`src/rtl/audioport_pkg.sv`:
```
// Shared constants and types for the audioport I2S blocks.
// The receiver's optional error counter is enabled with I2S_RX_ERR_COUNT_EN.
package audioport_pkg;

   localparam int AUDIO_BITS   = 24;
   localparam int I2S_SLOT_SCK = 24;
   localparam int ERR_CNT_BITS = 8;

   typedef enum logic [1:0] {
      RX_IDLE,
      RX_SYNC,
      RX_RUN
   } i2s_rx_state_t;

   // Saturating increment used by the frame-error counter.
   function automatic logic [ERR_CNT_BITS-1:0] sat_inc(input logic [ERR_CNT_BITS-1:0] v);
      sat_inc = (v == {ERR_CNT_BITS{1'b1}}) ? v : v + 1'b1;
   endfunction

endpackage

```
`src/rtl/i2s_rx_sync.sv`:
```
// Brings the external I2S pins into the clk domain and flags each rising sck edge.
// srise is high for exactly one clk cycle per sck period, aligned with ws_s/sdi_s.
module i2s_rx_sync (
   input  logic clk,
   input  logic rst_n,
   input  logic sck_in,
   input  logic ws_in,
   input  logic sdi_in,
   output logic ws_s,
   output logic sdi_s,
   output logic srise
);

   logic sck_meta_q, sck_sync_q, sck_last_q;
   logic ws_meta_q,  ws_sync_q;
   logic sdi_meta_q, sdi_sync_q;

   always_ff @(posedge clk or negedge rst_n) begin
      if (!rst_n) begin
         sck_meta_q <= 1'b0;
         sck_sync_q <= 1'b0;
         sck_last_q <= 1'b0;
         ws_meta_q  <= 1'b0;
         ws_sync_q  <= 1'b0;
         sdi_meta_q <= 1'b0;
         sdi_sync_q <= 1'b0;
      end else begin
         sck_meta_q <= sck_in;
         sck_sync_q <= sck_meta_q;
         sck_last_q <= sck_sync_q;
         ws_meta_q  <= ws_in;
         ws_sync_q  <= ws_meta_q;
         sdi_meta_q <= sdi_in;
         sdi_sync_q <= sdi_meta_q;
      end
   end

   assign ws_s  = ws_sync_q;
   assign sdi_s = sdi_sync_q;
   assign srise = sck_sync_q & ~sck_last_q;

endmodule

```
`src/rtl/i2s_rx_unit.sv`:
```
// I2S receiver: deserializes 24-bit left/right slots into registered words with a pair tick.
// Define I2S_RX_ERR_COUNT_EN to build the saturating frame-error counter on err_count_out.
module i2s_rx_unit #(
   parameter int AUDIO_BITS = audioport_pkg::AUDIO_BITS
) (
   input  logic                  clk,
   input  logic                  rst_n,
   input  logic                  sck_in,
   input  logic                  ws_in,
   input  logic                  sdi_in,
   input  logic                  enable_in,
   input  logic                  clr_in,
   output logic [AUDIO_BITS-1:0] audio0_out,
   output logic [AUDIO_BITS-1:0] audio1_out,
   output logic                  tick_out,
   output logic                  err_out,
   output logic [7:0]            err_count_out
);
   import audioport_pkg::*;

   localparam logic [4:0] CNT_LAST = 5'(I2S_SLOT_SCK - 1);

   logic ws_s, sdi_s, srise;

   i2s_rx_sync u_sync (
      .clk    (clk),
      .rst_n  (rst_n),
      .sck_in (sck_in),
      .ws_in  (ws_in),
      .sdi_in (sdi_in),
      .ws_s   (ws_s),
      .sdi_s  (sdi_s),
      .srise  (srise)
   );

   i2s_rx_state_t         state_q, state_d;
   logic                  ws_q, ws_d;
   logic [AUDIO_BITS-1:0] shreg_q, shreg_d;
   logic [4:0]            cnt_q, cnt_d;
   logic [AUDIO_BITS-1:0] left_q, left_d;
   logic [AUDIO_BITS-1:0] audio0_q, audio0_d;
   logic [AUDIO_BITS-1:0] audio1_q, audio1_d;
   logic                  tick_q, tick_d;
   logic                  err_q, err_d;
   logic                  frame_err;
   logic [AUDIO_BITS-1:0] word;

   assign word = {shreg_q[AUDIO_BITS-2:0], sdi_s};

   always_ff @(posedge clk or negedge rst_n) begin
      if (!rst_n) begin
         state_q  <= RX_IDLE;
         ws_q     <= 1'b0;
         shreg_q  <= '0;
         cnt_q    <= '0;
         left_q   <= '0;
         audio0_q <= '0;
         audio1_q <= '0;
         tick_q   <= 1'b0;
         err_q    <= 1'b0;
      end else begin
         state_q  <= state_d;
         ws_q     <= ws_d;
         shreg_q  <= shreg_d;
         cnt_q    <= cnt_d;
         left_q   <= left_d;
         audio0_q <= audio0_d;
         audio1_q <= audio1_d;
         tick_q   <= tick_d;
         err_q    <= err_d;
      end
   end

   // ws_q tracks the bus in every state so SYNC can spot a 1->0 edge immediately.
   always_comb begin
      state_d   = state_q;
      ws_d      = ws_q;
      shreg_d   = shreg_q;
      cnt_d     = cnt_q;
      left_d    = left_q;
      audio0_d  = audio0_q;
      audio1_d  = audio1_q;
      tick_d    = 1'b0;
      frame_err = 1'b0;

      if (srise) ws_d = ws_s;

      if (!enable_in) begin
         state_d = RX_IDLE;
         cnt_d   = '0;
         shreg_d = '0;
      end else begin
         case (state_q)
            RX_IDLE: begin
               cnt_d   = '0;
               shreg_d = '0;
               state_d = RX_SYNC;
            end
            RX_SYNC: begin
               if (srise && ws_q && !ws_s) begin
                  cnt_d   = '0;
                  state_d = RX_RUN;
               end
            end
            RX_RUN: begin
               if (srise) begin
                  if (ws_s == ws_q) begin
                     if (cnt_q == CNT_LAST) begin
                        frame_err = 1'b1;
                        state_d   = RX_SYNC;
                     end else begin
                        shreg_d = word;
                        cnt_d   = cnt_q + 5'd1;
                     end
                  end else if (cnt_q != CNT_LAST) begin
                     frame_err = 1'b1;
                     state_d   = RX_SYNC;
                  end else begin
                     // Slot boundary: this rise carried the LSB of the slot just ended.
                     shreg_d = word;
                     cnt_d   = '0;
                     if (ws_s) begin
                        left_d = word;
                     end else begin
                        audio0_d = left_q;
                        audio1_d = word;
                        tick_d   = 1'b1;
                     end
                  end
               end
            end
            default: state_d = RX_IDLE;
         endcase
      end
   end

   // A new error outranks a clear arriving in the same cycle.
   always_comb begin
      err_d = err_q;
      if (frame_err)   err_d = 1'b1;
      else if (clr_in) err_d = 1'b0;
   end

`ifdef I2S_RX_ERR_COUNT_EN
   logic [7:0] err_cnt_q, err_cnt_d;

   always_ff @(posedge clk or negedge rst_n) begin
      if (!rst_n) err_cnt_q <= '0;
      else        err_cnt_q <= err_cnt_d;
   end

   always_comb begin
      err_cnt_d = err_cnt_q;
      if (frame_err && clr_in) err_cnt_d = 8'd1;
      else if (frame_err)      err_cnt_d = sat_inc(err_cnt_q);
      else if (clr_in)         err_cnt_d = '0;
   end

   assign err_count_out = err_cnt_q;
`else
   assign err_count_out = 8'd0;
`endif

   assign audio0_out = audio0_q;
   assign audio1_out = audio1_q;
   assign tick_out   = tick_q;
   assign err_out    = err_q;

endmodule

```
`config.mk`:
```
export PLATFORM = sky130hd
export DESIGN_NAME = i2s_rx_unit
export DESIGN_NICKNAME = d
export VERILOG_FILES = /design/src/rtl/audioport_pkg.sv /design/src/rtl/i2s_rx_sync.sv /design/src/rtl/i2s_rx_unit.sv
export SDC_FILE = /design/constraint.sdc
export NUM_CORES = 1
export LEC_CHECK = 0
export CAP_MARGIN = 20
export CORE_MARGIN = 10
export CORE_UTILIZATION = 35
export DETAILED_ROUTE_END_ITERATION = 16
export SLEW_MARGIN = 20
export SYNTH_ARGS = -nofsm -noshare
export SYNTH_HDL_FRONTEND = slang
export SYNTH_HIERARCHICAL = 1
export SYNTH_SLANG_ARGS = --single-unit
```
`constraint.sdc`:
```
create_clock -name clk -period 2.85 [get_ports clk]
set_clock_uncertainty 0.2 [all_clocks]
set_input_delay 0.4275 -clock clk [delete_from_list [all_inputs] [get_ports clk]]
set_output_delay 0.4275 -clock clk [all_outputs]
set_load 0.005 [all_outputs]
```
# Word-level counts from Yosys, hierarchy flattened
# Cells that the tools add are included.
[word_totals] ff_bits=112
[op_classes] add_sub_neg=1 n_eq_ne=13 n_mux=34 n_bitwise=5 reduce_logical=10
[ops] op="two-way mux 23 bit" n=5
[ops] op="one-hot mux 23 bit (2 select lines)" n=1
[ops] op="two-way mux 5 bit" n=6
[ops] op="!= test 4 bit (second input constant)" n=4
[ops] op="one-hot mux 5 bit (3 select lines)" n=1
[ops] op="two-way mux 1 bit" n=14
[ops] op="two-way mux 2 bit" n=6
[ops] op="AND reduction 6 bit" n=2
[ops] op="AND reduction 4 bit" n=2
[ops] op="!= test 3 bit (second input constant)" n=2
[ops] op="one-hot mux 2 bit (3 select lines)" n=1
[ops] op="adder 5 x 1 -> 5 bit (second input constant)" n=1
[ops] op="equality test 5 bit (second input constant)" n=1
[ops] op="!= test 5 bit (second input constant)" n=1
[ops] op="AND reduction 5 bit" n=1
[ops] op="!= test 4 x 1 -> 1 bit (second input constant)" n=1
[ops] op="inverter 1 bit" n=4
[ops] op="!= test 3 x 1 -> 1 bit (second input constant)" n=1
[ops] op="equality test 2 x 1 -> 1 bit (second input constant)" n=1
[ops] op="equality test 2 bit (second input constant)" n=1
[ops] op="logical AND 1 bit" n=2
[ops] op="logical NOT 2 bit" n=1
[ops] op="nonzero test 2 bit" n=1
[ops] op="bitwise AND 1 bit" n=1
[ops] op="other kinds (2)" n=2

# Logic depth before layout (Yosys ltp)
[depth] ltp_word=7 ltp_mapped=8 ltp_nobuf=7

# Modules after synthesis
# The synthesis kept the hierarchy.
[modules_own_cells] module="i2s_rx_unit" n_inst=1 cells_per_inst=324 area_per_inst_um2=4335.4
[modules_own_cells] module="i2s_rx_sync" n_inst=1 cells_per_inst=8 area_per_inst_um2=188.9

# Worst setup path before layout
# No wires, ideal clock.
[synth_timing] path_type="register -> register" from="register cnt_q[0]" to="register left_q[10]" setup_ns=0.125 arrival_time_ns=1.868 required_time_ns=2.525 path_slack_ns=0.657 path_stages_with_launch=9 path_cell_list="dfrtp_1 > ha_1 > nand4b_2 > inv_1 > ha_1 > nand3_1 > nor2_1 > buf_2 > mux2_2"
[synth_between] elab_chain_cells=3
[synth_rtl] item="start, declared" line="i2s_rx_unit.sv:39" rtl="logic [4:0] cnt_q, cnt_d;"
[synth_rtl] item="start signal, assigned" line="i2s_rx_unit.sv:65" rtl="cnt_q <= cnt_d;"
[synth_rtl] item="!= test 5 bit" line="i2s_rx_unit.sv:115" rtl="end else if (cnt_q != CNT_LAST) begin"
[synth_rtl] item="inverter 1 bit (no line)"
[synth_rtl] item="AND reduction 6 bit (no line)"
[synth_rtl] item="end signal, assigned" line="i2s_rx_unit.sv:66" rtl="left_q <= left_d;"
[synth_rtl] item="end, declared" line="i2s_rx_unit.sv:40" rtl="logic [AUDIO_BITS-1:0] left_q, left_d;"
# No other way between the ends.
# A chain may end at the register's enable or synchronous reset.

# Worst setup path in the final report
[layout_timing] from="register cnt_q[0]" to="register cnt_q[4]"
[layout_between] elab_chain_cells=6 elab_cells_between_ends=11
[layout_rtl] item="adder 5 x 1 -> 5 bit" line="i2s_rx_unit.sv:113" rtl="cnt_d = cnt_q + 5'd1;"
[layout_rtl] item="two-way mux 5 bit" line="i2s_rx_unit.sv:108" rtl="if (cnt_q == CNT_LAST) begin"
[layout_rtl] item="two-way mux 5 bit" line="i2s_rx_unit.sv:107" rtl="if (ws_s == ws_q) begin"
[layout_rtl] item="two-way mux 5 bit" line="i2s_rx_unit.sv:106" rtl="if (srise) begin"
[layout_rtl] item="one-hot mux 5 bit (3 select lines)" line="i2s_rx_unit.sv:93" rtl="case (state_q)"
[layout_rtl] item="two-way mux 5 bit" line="i2s_rx_unit.sv:88" rtl="if (!enable_in) begin"
# Parallel ways exist; a longest one is shown, timed or not. The select of a mux whose other input is x is not followed.

==> flow_summary.ini <==
[status]
run_status = finished clean

[timing]
hold_viol_final = 0
relSlewSlack_pct = 54.1
report.final.slew_viol_count = 0
fmax_mhz = 453
period_share_pct = 77.5
setup_tns_ps = 0
rsz0062_at_grt = no
worstMarginPinSlew_ps = 688
period_needed_ps = 2210
setup_violations = 0

[clocking]
cts_tree = done
cts_resized = 0
cts_buffer_depth = 2
cts_hold_buf = 1
htree_levels = 3
cts.sinks = 112
clk_latency_ps = 340
cts_root_buf = clkbuf_16
clk_pin_slew_ps = 70
post_cts.repair.setup_buffers = 0
numCtsBuffers = 9

[final_layout]
final_common_cell = dfrtp_1
final_cell_mix = dfrtp_1 (112), mux2_2 (73), clkdlybuf4s50_1 (55), nand2_1 (52), mux2i_1 (23)
stdcell_area_mm2 = 0.00556
final_net_count = 401
num-fill-cells = 1227
area_growth_pct = 22.9
multiInputGateArea_mm2 = 0.00159
seqCellArea_mm2 = 0.00280
drive_above_1_share_pct = 26.3
antenna_cells = 0

[die]
rows = 41
io-pin-count = 65
core_area_mm2 = 0.0126
start_util_pct = 35.9
die_x_um = 134
dieArea_mm2 = 0.0179
die_h_um = 134

[yosys]
ys.flop_type = dfrtp_1
synth_seq_area_share_pct = 61.9
syn_inst = 332
synth.distinct_cells = 32
syn_avg_cell_area_um2 = 13.6
synth_top_area_share_pct = 61.9
ys_async_sr_fraction_pct = 100
synth.cell_area_mm2 = 0.00452
synth_edf_count = 0
ys_ff_latch = 112
synth_area_leader_cell = dfrtp_1
ys.warnings.count = 6
synthTopCellsByArea = dfrtp_1 (62%), mux2_2 (18%), mux2i_1 (5.1%)

[detailed_routing]
vias_per_cell = 4.59
routed_wirelength_mm = 8.41
postRouteAntennaNets = 0
met2WireLength_mm = 3.88
highest_layer = met4
drtIter0Drc = 129
dr_total_vias = 2609
wl_met3_um = 545
drc = 0
wl_met1_mm = 3.88
avgRoutedWirePerCell_um = 14.8
drtPass1Iterations = 4

[global_routing]
grt_pass1_wl_mm = 14.3
grt_pass1_vias = 2721
gr-usage-all-layers_pct = 9.91
grt_start_max_net_pins = 61
antenna_found_initial = 0
grt-ovfl-total = 0

[hold_path]
worstHoldStart = u_sync/sck_meta_q
min_path_type = reg2reg

[power]
power.density_mw_per_mm2 = 531
p_int_mw = 2.34
power.leakage_nw = 2.63
switching_share_pct = 20.8
ir_drop_v = 0.000269
pwr-share-clk_pct = 42.1
p_comb_share_pct = 3.5
seqPwrFrac_pct = 54.4
p_sw_mw = 0.613

[setup_path]
worstPathCellList = ha_1, nand4b_2, xor2_1, a31oi_2, or4_1, nand3_1
worstSetupPathType = reg2reg
crit_arrival_ps = 2290
slowest_stage = or4_1
crit_start = cnt_q[0]
cp.buffers_inverters = 0
cp-end-kind = flip-flop
crit_family = simple AND/OR/NAND/NOR gates
critPathMaxStageDelay_ps = 500
worstPathRequired_ps = 2930
startpoint_type = flip-flop
r2r_start = cnt_q[0]
worstPathMaxFanout = 9

[flow_run]
maxCapViolCount = 0

[place]
dp.final_hpwl_mm = 5.68
dpl_cell_area_mm2 = 0.00526
io_buffers = 56
globalplace.congestion = 0.704
## final cells by class
cell class / instances / area share (%)
well taps: 172 / 3.87
inverters: 4 / 0.270
repair buffers: 66 / 11.7
flip-flops and latches: 112 / 50.4
clock inverters: 2 / 0.698
multi-input cells: 199 / 28.6
clock buffers: 13 / 4.50
## power by group through the flow
stage | logic, mW | clock network (mW) | registers [mW]
finish | 0.104 | 1.24 | 1.60
global route | 0.118 | 1.35 | 1.60
CTS | 0.108 | 1.29 | 1.60
detailed placement | 0.107 | 0 | 1.64
global placement | 0.105 | 0 | 1.64
floorplan | 0.0641 | 0 | 1.63
## registers in the layout (all words and copies together), names as in the netlist
name               count
audio0_out            24
audio1_out            24
cnt_q                  5
err_out                1
left_q                24
shreg_q               23
state_q                2
tick_out               1
u_sync/sck_last_q      1
u_sync/sck_meta_q      1
u_sync/sck_sync_q      1
u_sync/sdi_meta_q      1
u_sync/sdi_s           1
u_sync/ws_meta_q       1
u_sync/ws_s            1
ws_q                   1
## layer usage
metal / track usage, % / vias up
met5: 0 / -
met4: 3.81 / 0
met3: 4.36 / 6
met2: 14.8 / 47
li1: - / 1228
met1: 12.3 / 1328
## final timing paths
kind / to / cells past startpoint / slack [ps]
worst max-delay path: cnt_q[4] / 6 / 640
worst min-delay path: u_sync/sck_sync_q / 0 / 150
worst max register to register: cnt_q[4] / 6 / 640
worst min register to register: u_sync/sck_sync_q / 0 / 150
max in group asynchronous: audio0_out[1] / 3 / 1220
min in group asynchronous: audio1_out[22] / 2 / 480
## metrics by stage
step | instances | setup slack (ps) | hold WS (ps) | power (mW) | utilization [%]
2_1_floorplan | 339 | 657 | -68.1 | 1.70 | -
3_3_place_gp | 552 | 395 | 136 | 1.74 | 41.7
3_5_place_dp | 552 | 396 | 136 | 1.74 | 41.7
4_1_cts | 568 | 633 | 153 | 3.00 | 44.1
5_1_grt | 568 | 467 | 156 | 3.08 | 44.1
6_report | 568 | 641 | 151 | 2.95 | 44.1
## synth_stat cells (2+ instances only)
library cell / n
buf_2: 7
buf_4: 10
buf_6: 2
clkbuf_1: 5
dfrtp_1: 112
ha_1: 2
inv_1: 4
mux2_2: 73
mux2i_1: 23
nand2_1: 52
nand2b_1: 2
nand3_1: 9
nor2_1: 4
nor3_1: 3
o21ai_0: 6
or4_1: 2
## worst reg2reg max path, cell delays in order (launching register included)
cell and delay [ps]:
dfrtp_1 380, ha_1 260, nand4b_2 200, xor2_1 290
a31oi_2 220, or4_1 500, nand3_1 100
## kinds of logic (layout without fill, tap and decap cells)
group	count (synthesis)	after routing	share of synthesized area (%)
AOI/OAI and AO/OA	11	11	1.74
xor gates and xnor gates	2	2	0.553
adders and majority gates	2	2	0.553
buffers and inverters	28	85	3.68
DFF	112	112	61.9
muxes	96	96	23.3
other	1	8	0.0829
and+or+nand+nor	80	80	8.19
No activity file was read; power rests on OpenSTA's default activity.
